### src/rtl/fifo_wr_arbiter.sv
// Round-robin write-port arbiter for one sync_fifo, with burst locking so a
// producer's multi-word transfer lands contiguously; idle timeout frees stalled locks.
module fifo_wr_arbiter #(
  parameter int DATA_WIDTH   = 8,
  parameter int NUM_REQ      = 4,
  parameter int MAX_BURST    = 8,
  parameter int IDLE_TIMEOUT = 16
) (
  input  logic                          clk,
  input  logic                          rst,
  input  logic [NUM_REQ-1:0]            req,
  input  logic [NUM_REQ-1:0]            last,
  input  logic [NUM_REQ*DATA_WIDTH-1:0] data_in,
  output logic [NUM_REQ-1:0]            gnt,
  input  logic                          fifo_full,
  output logic                          fifo_wr_en,
  output logic [DATA_WIDTH-1:0]         fifo_data_in,
  output logic                          lock_valid,
  output logic [$clog2(NUM_REQ)-1:0]    lock_id
);

  localparam int IDW = $clog2(NUM_REQ);
  localparam int BCW = $clog2(MAX_BURST + 1);
  localparam int ICW = $clog2(IDLE_TIMEOUT + 1);

  typedef enum logic {S_IDLE, S_LOCKED} state_e;

  state_e          state_q;
  logic [IDW-1:0]  rr_ptr_q;
  logic [IDW-1:0]  lock_id_q;
  logic            lock_valid_q;
  logic [BCW-1:0]  beat_cnt_q, beat_cnt_d;
  logic [ICW-1:0]  idle_cnt_q, idle_cnt_d;

  logic [IDW-1:0]  sel_idx, gnt_idx;
  logic            sel_vld, cand_vld, locked, lock_req, xfer, last_g;
  logic            beat_end, idle_end, rel;

  function automatic logic [IDW-1:0] next_idx(input logic [IDW-1:0] i);
    if (int'(i) == NUM_REQ - 1) return '0;
    return i + IDW'(1);
  endfunction

  // First requester at or after rr_ptr, wrapping modulo NUM_REQ.
  always_comb begin
    int cand;
    cand    = 0;
    sel_idx = '0;
    sel_vld = 1'b0;
    for (int k = 0; k < NUM_REQ; k++) begin
      cand = (int'(rr_ptr_q) + k) % NUM_REQ;
      if (!sel_vld && req[cand[IDW-1:0]]) begin
        sel_vld = 1'b1;
        sel_idx = cand[IDW-1:0];
      end
    end
  end

  assign locked   = (state_q == S_LOCKED);
  assign lock_req = req[lock_id_q];
  assign gnt_idx  = locked ? lock_id_q : sel_idx;
  assign cand_vld = locked ? lock_req : sel_vld;
  // rst gates the grant so nothing is written while reset is held.
  assign xfer     = cand_vld & ~fifo_full & ~rst;
  assign last_g   = last[gnt_idx];

  assign gnt          = xfer ? (NUM_REQ'(1) << gnt_idx) : '0;
  assign fifo_wr_en   = xfer;
  assign fifo_data_in = xfer ? data_in[int'(gnt_idx)*DATA_WIDTH +: DATA_WIDTH] : '0;

  assign beat_cnt_d = beat_cnt_q + BCW'(1);
  assign idle_cnt_d = idle_cnt_q + ICW'(1);
  assign beat_end   = (beat_cnt_d == BCW'(MAX_BURST));
  assign idle_end   = (idle_cnt_d == ICW'(IDLE_TIMEOUT));
  assign rel        = locked & ((xfer & (last_g | beat_end)) | (~lock_req & idle_end));

  assign lock_valid = lock_valid_q;
  assign lock_id    = lock_id_q;

  always_ff @(posedge clk or posedge rst) begin
    if (rst) begin
      state_q      <= S_IDLE;
      rr_ptr_q     <= '0;
      lock_id_q    <= '0;
      lock_valid_q <= 1'b0;
      beat_cnt_q   <= '0;
      idle_cnt_q   <= '0;
    end else begin
      case (state_q)
        S_IDLE: begin
          if (xfer) begin
            if (last_g || MAX_BURST == 1) begin
              rr_ptr_q <= next_idx(gnt_idx);
            end else begin
              state_q      <= S_LOCKED;
              lock_valid_q <= 1'b1;
              lock_id_q    <= gnt_idx;
              beat_cnt_q   <= BCW'(1);
              idle_cnt_q   <= '0;
            end
          end
        end
        S_LOCKED: begin
          if (rel) begin
            state_q      <= S_IDLE;
            lock_valid_q <= 1'b0;
            lock_id_q    <= '0;
            rr_ptr_q     <= next_idx(lock_id_q);
            beat_cnt_q   <= '0;
            idle_cnt_q   <= '0;
          end else if (xfer) begin
            beat_cnt_q <= beat_cnt_d;
            idle_cnt_q <= '0;
          end else if (!lock_req) begin
            // Backpressure (req high, FIFO full) leaves both counters untouched.
            idle_cnt_q <= idle_cnt_d;
          end
        end
        default: state_q <= S_IDLE;
      endcase
    end
  end

endmodule

### config.mk
export PLATFORM = sky130hd
export DESIGN_NAME = fifo_wr_arbiter
export DESIGN_NICKNAME = d
export VERILOG_FILES = /design/src/rtl/fifo_wr_arbiter.sv
export SDC_FILE = /design/constraint.sdc
export NUM_CORES = 1
export LEC_CHECK = 0
export CORE_AREA = 2 2 61 63
export DETAILED_ROUTE_END_ITERATION = 8
export DIE_AREA = 0 0 63 65
export GPL_TIMING_DRIVEN = 0
export HOLD_SLACK_MARGIN = 0.12
export PLACE_DENSITY = 0.83
export SKIP_LAST_GASP = 1
export SYNTH_ARGS = -nofsm -noshare
export SYNTH_HDL_FRONTEND = slang
export SYNTH_SLANG_ARGS = --single-unit
### constraint.sdc
create_clock -name clk -period 4.63 [get_ports clk]
set_clock_uncertainty 0.15 [all_clocks]
set_input_delay 0.6945 -clock clk [delete_from_list [all_inputs] [get_ports clk]]
set_output_delay 0.6945 -clock clk [all_outputs]
set_load 0.005 [all_outputs]
==> results_dict.tcl <==
set metrics [dict create \
    setup_viol 0 \
    power_leakage_uw 0.000922 \
    drive_above_1_share 0.122 \
    place_ws_ps 355 \
    maxCapViolCount 0 \
    synth_seq_cells 15 \
    cts_sinks 15 \
    critPathMaxFanout 11 \
    synth_top_cell_area_share 0.239 \
    synthTopCellsByCount "nor2_1, dfrtp_1, inv_1" \
    syn_area_mm2 0.00157 \
    cp-start-kind "primary input" \
    num_vias 1575 \
    grt.overflow.total 0 \
    grt_pass1_vias 1514 \
    synth_top_cells_by_area "dfrtp_1, mux2i_1, ha_1" \
    diodes 0 \
    grt_max_degree 16 \
    route.detailed.wl_per_inst_um 14.2 \
    tns_ps 0 \
    synth_edf_count 0 \
    cts-resized-gates 0 \
    fmax_mhz 232 \
    synthCells 183 \
    ant_nets 0 \
    worst-path-buf-inv 6 \
    ctsHoldBuffers 0 \
    path_class "primary input to primary output" \
    hold_violations 0 \
    ys.flop_type "dfrtp_1" \
    routed_wl_mm 4.17 \
    min_path_cells 1 \
    drtIter0Drc 67 \
    crit_required_ps 3790 \
    crit_chain "clkdlybuf4s50_1 > inv_1 > a21boi_0 > o21ai_0 > and2_1 > buf_2 > buf_1 > inv_1 > ha_1 > and2_1 > clkdlybuf4s50_1" \
    vdd_drop_max_mv 0.279 \
    slew_violations 0 \
    ff2ff_path_depth 10 \
    antenna_found_initial 0 \
    rsz0062_at_grt "no" \
    dr.pass1.iters 4 \
    hpwl_mm 3.27 \
    cts-root-buf "clkbuf_4" \
    postCtsSetupRepairBufs 0 \
    hp-class "flop to flop" \
    htree_num_levels 1 \
    synth_top_area_cell "dfrtp_1" \
    cts_buffer_depth 2 \
    status "finished, final reports clean" \
    min_period_over_period 0.930 \
    hold-path-endpoint "idle_cnt_q[4]$_DFFE_PP0P_" \
    track_usage 0.209 \
    whs_ps 382 \
    synthDistinctLibCells 50 \
    rrSetupSlack_ps 1710 \
    ios 59 \
    areaGrowthSynthToFinish_pct 42.5 \
    cts_buffers 3 \
    grt_first_pass_wirelength_mm 6.99 \
    yosysMostFrequentCell "nor2_1" \
    die_w_um 63 \
    fin_ws_ps 322 \
    slew-limit-headroom 0.609 \
    fp-row-count 22 \
    worst_slew_pin_slew_ps 586 \
    worst_path_max_delay_cell "clkdlybuf4s50_1" \
    regToRegStartpoint "rr_ptr_q[1]$_DFFE_PP0P_" \
    start_util 0.448 \
    min_period_ps 4310 \
    worstSetupEndpointType "primary output" \
    ys_warn_count 0 \
    insertion_delay_ps 290 \
    drc_errors 0 \
    critical-path-top-delay-family "buffers and inverters" \
    port_buffers 58 \
    power_density_mw_per_mm2 491 \
    synth_fp_nets 234 \
    gp_congestion 0.858 \
    die_area_mm2 0.00410 \
    cp.arrival_ps 3460 \
    via_per_inst 5.38 \
    cts_tree "built" \
    die_h_um 65 \
    layout.nets 297 \
    clk_pin_slew_ps 100 \
    final_core_util 0.639 \
    hp-start "idle_cnt_q[4]$_DFFE_PP0P_" \
    synth_area_per_cell_um2 8.57 \
    r2r-end "rr_ptr_q[1]$_DFFE_PP0P_" \
    core_area_mm2 0.00350 \
    max_stage_delay_ps 490 \
    async_flop_share 1.00 \
    ys_seq_area_frac 0.239 \
]
==> kinds of logic after synthesis <==
group                      after synthesis  share of synthesized area
AOI/OAI and AO/OA                       49                      0.234
xor gates and xnor gates                 4                     0.0223
adders and majority gates                8                     0.0638
buffers and inverters                   24                     0.0742
DFF                                     15                      0.239
muxes                                   21                      0.156
and+or+nand+nor                         62                      0.210
==> metrics by stage <==
stage | std cells | instance area [um^2] | power (uW)
finish | 293 | 2230 | 1100
global route | 293 | 2230 | 1190
CTS | 293 | 2230 | 1100
detailed placement | 289 | 2210 | 1020
global placement | 289 | 2210 | 1000
floorplan | 183 | 1570 | 785
==> flip-flops by register name (all words and copies together) (netlist names) <==
name        flops
rr_ptr_q        2
lock_id         2
lock_valid      1
idle_cnt_q      5
locked          1
beat_cnt_q      4
==> placed cells by master (no fill, tap or decap), types with 3 or more instances in the layout <==
cell             Yosys  layout
nor2_1              17      17
ha_1                 8       8
o211ai_1             3       3
o21ai_1              3       3
dfrtp_1             15      15
nand3_1              6       6
mux2_2               8       8
clkbuf_4             0       3
and2_1               9       9
a21boi_0             3       3
inv_1               15      15
buf_2                3       3
nand2_1             12      12
o22ai_1              3       3
nor3_1               4       4
o21ai_0              6       6
clkdlybuf4s50_1      0      58
a21oi_1              7       7
mux2i_1             11      11
a211oi_1             9       9
xnor2_1              4       4
buf_6                3       3
==> final cells by class <==
class                           instances  area [um^2]
Buffer                                  8         56.3
Clock buffer                            4         26.3
Fill cell                             315         1260
Inverter                               16         60.1
Multi-Input combinational cell        144         1080
Sequential cell                        15          375
Tap cell                               48         60.1
Timing Repair Buffer                   58          581
==> routing by layer <==
| layer | vias to the layer above | wire length, um | GRT usage |
|---|---|---|---|
| met5 | - | 0 | 0 |
| met4 | 0 | 25 | 0.0361 |
| met3 | 4 | 142 | 0.0434 |
| met2 | 25 | 2090 | 0.368 |
| met1 | 761 | 1900 | 0.267 |
| li1 | 785 | - | - |
==> report_power, final <==
part           total, uW  internal [uW]  leakage (uW)  switching [uW]
Combinational        777            384      0.000724             393
Clock               77.7           33.5     0.0000150            44.2
Sequential           242            174      0.000183            67.9
==> worst max path at each step <==
stage / from / endpoint / slack [ps] / depth (start not counted)
after CTS: req[3] / gnt[3] / 340 / 11
final: req[3] / gnt[3] / 320 / 11
after global placement: req[3] / gnt[3] / 370 / 11
after floorplan: req[3] / gnt[3] / 1650 / 9
after global routing: req[3] / gnt[2] / 90 / 11
after detailed placement: req[3] / gnt[3] / 360 / 11
Power figures use the tool's default switching activity.
==> RTL edit: new RTL, same flow settings <==
The parameter `IDLE_TIMEOUT` goes from 16 to 32.
--- a/src/rtl/fifo_wr_arbiter.sv
+++ b/src/rtl/fifo_wr_arbiter.sv
@@ -4,7 +4,7 @@
   parameter int DATA_WIDTH   = 8,
   parameter int NUM_REQ      = 4,
   parameter int MAX_BURST    = 8,
-  parameter int IDLE_TIMEOUT = 16
+  parameter int IDLE_TIMEOUT = 32
 ) (
   input  logic                          clk,
   input  logic                          rst,
Behaviour: same outputs for any inputs over 4 cycles, from zero or initial values and one cycle with rst high; that may be too few to reach the edited logic, so the function may still have changed.
==> RTL edit against the unedited design <==
Die area did not move; power fell by 7.1%; utilization rose by 1.7 points; area after synthesis rose by 3.2%; sequential cell count rose by 1; design area rose by 2.7%; wire length fell by 4.8%; setup slack improved by 110 ps; critical path type unchanged; largest power group unchanged.
==> RTL edit: results (changes against the unedited design) <==
Run status
  • Status: complete, no violations (unchanged)

Global routing
  • First-pass GRT wire length: 6.80 mm (was 6.99 mm)
  • Pin count of the biggest net entering global routing: 17 (was 16)
  • Overall Global Routing Usage: 20.8% (was 20.9%)
  • Initial antenna violation count: 0 (unchanged)

Critical path
  • Reg2reg path depth: 8 (was 10)
  • R2r setup slk: 1950 ps (was 1710 ps)
  • Worst-path fanout max: 11 (unchanged)
  • Crit Reg-Reg Startpoint: locked (was rr_ptr_q[1])
  • Worst path arrival time: 3350 ps (was 3460 ps)

Min path
  • Endpoint, Worst Hold: lock_valid (was idle_cnt_q[4])
  • Worst min-delay path startpoint: lock_valid (was idle_cnt_q[4])
  • Min-Delay Path Depth: 2 (was 1)

Power
  • Switch share: 44.1% (was 46.1%)
  • VDD IR max: 0.210 mV (was 0.279 mV)
  • Leak: 0.000959 µW (was 0.000922 µW)

STA
  • Worst slew pin tran: 603 ps (was 586 ps)
  • Hold WS: 384 ps (was 382 ps)

Route
  • DR vias/cell: 5.56 (was 5.38)
  • Final wirelength: 3.96 mm (was 4.17 mm)
  • First-pass DRT Iterations: 4 (unchanged)
  • Wire length per cell: 13.5 µm (was 14.2 µm)
  • Initial DRC Count: 83 (was 67)

Synthesis
  • Mapped Cells: 184 (was 183)
  • Post-synthesis mux area share: 16.6% (was 15.6%)
  • Syn nets: 235 (was 234)
  • Ys Warns: 0 (unchanged)
  • Seq/Total Area, Yosys: 24.7% (was 23.9%)
  • Synth Area in XOR/XNOR: 1.62% (was 2.23%)
  • Primary FF master, synth: dfrtp_1 (unchanged)
  • Synth top area cells: dfrtp_1, mux2_2, mux2i_1 (was dfrtp_1, mux2i_1, ha_1)
  • Synth Area in Compound Gates: 23.7% (was 23.4%)
  • Synthesized-area fraction occupied by adder cells: 6.19% (was 6.38%)
  • Most instantiated cells after synthesis: dfrtp_1, nand2_1, nor2_1, mux2i_1, mux2_2 (was nor2_1, dfrtp_1, inv_1, nand2_1, mux2i_1)
  • Netlist cell types: 48 (was 50)

Cells and area
  • Top Registers: idle_cnt_q: 6 flops, beat_cnt_q: 4 flops (was idle_cnt_q: 5 flops, beat_cnt_q: 4 flops)
  • Fin nets: 298 (was 297)
  • Number of fill cells: 298 (was 315)
  • ANT cells: 0 (unchanged)
  • Layout cells sized above 1: 12.6% (was 12.2%)

Clocking
  • CTS Hold Bufs: 0 (unchanged)
  • Reg clk slew, reported paths: 100 ps (about the same)
  • Worst skew pair latency: 300 ps
  • Root Buffer: clkbuf_4 (unchanged)

Placement
  • PortBufs: 58 (unchanged)
  • Final RePlAce weighted congestion: 0.871 (was 0.858)
  • DP Cell Count: 290 (was 289)
  • Final HPWL from detailed placement: 3.26 mm (was 3.27 mm)
  • DP Area: 0.00226 mm² (was 0.00221 mm²)
==> RTL edit: critical path: stages <==
cell	delay [ps]
clkdlybuf4s50_1	500
nor2b_1	180
o21ai_1	200
a32o_1	220
buf_2	240
clkbuf_1	420
nor2_1	110
a211oi_1	240
clkdlybuf4s50_1	540
==> RTL edit: through the flow <==
step | power (µW) | setup slack (ps)
3_5_place_dp | 926 | 470
3_3_place_gp | 914 | 504
5_1_grt | 1110 | 232
6_report | 1020 | 433
4_1_cts | 1030 | 444
2_1_floorplan | 719 | 1810
==> RTL edit: per-layer routing <==
layer,track usage [%],vias to the layer above,share of wire (%)
met5,0,-,0
met4,6.67,0,1.5
met3,5.56,5,8.0
met2,37.9,58,50
met1,23.4,763,41
li1,-,809,-
==> RTL edit: how the worst max path moves through the flow <==
stage	startpoint	end	slack, ps	cells past startpoint
after detailed placement	req[2]	fifo_data_in[6]	470	9
after CTS	req[2]	fifo_data_in[6]	440	9
after global placement	req[1]	fifo_data_in[6]	500	9
after global routing	req[2]	fifo_data_in[6]	230	9
after floorplan	req[2]	fifo_data_in[6]	1810	7
final	req[2]	fifo_data_in[6]	430	9
==> RTL edit: final cells by class <==
class | instances | area, µm² | share of cell area (%)
inverter | 7 | 26.3 | 1.15
buffer | 10 | 60.1 | 2.62
tap | 48 | 60.1 | 2.62
multi-input combinational | 151 | 1130 | 49.3
timing repair buffer | 58 | 581 | 25.3
sequential | 16 | 400 | 17.4
clock buffer | 4 | 36.3 | 1.58
==> RTL edit: kinds of logic (layout without fill, tap and decap cells) <==
logic type / count (synthesis) / count (layout)
buffers and inverters: 17 / 79
AOI/OAI and AO/OA: 49 / 49
adders and majority gates: 8 / 8
muxes: 24 / 24
xor gates and xnor gates: 3 / 3
and+or+nand+nor: 67 / 67
DFF: 16 / 16
==> RTL edit: power by group through the flow <==
| stage | Clock (µW) | Combinational, µW | Sequential (µW) |
|---|---|---|---|
| 2_1_floorplan | 0 | 480 | 239 |
| 3_3_place_gp | 0 | 664 | 250 |
| 3_5_place_dp | 0 | 674 | 253 |
| 4_1_cts | 99.1 | 678 | 250 |
| 5_1_grt | 106 | 746 | 259 |
| 6_report | 98.5 | 669 | 251 |
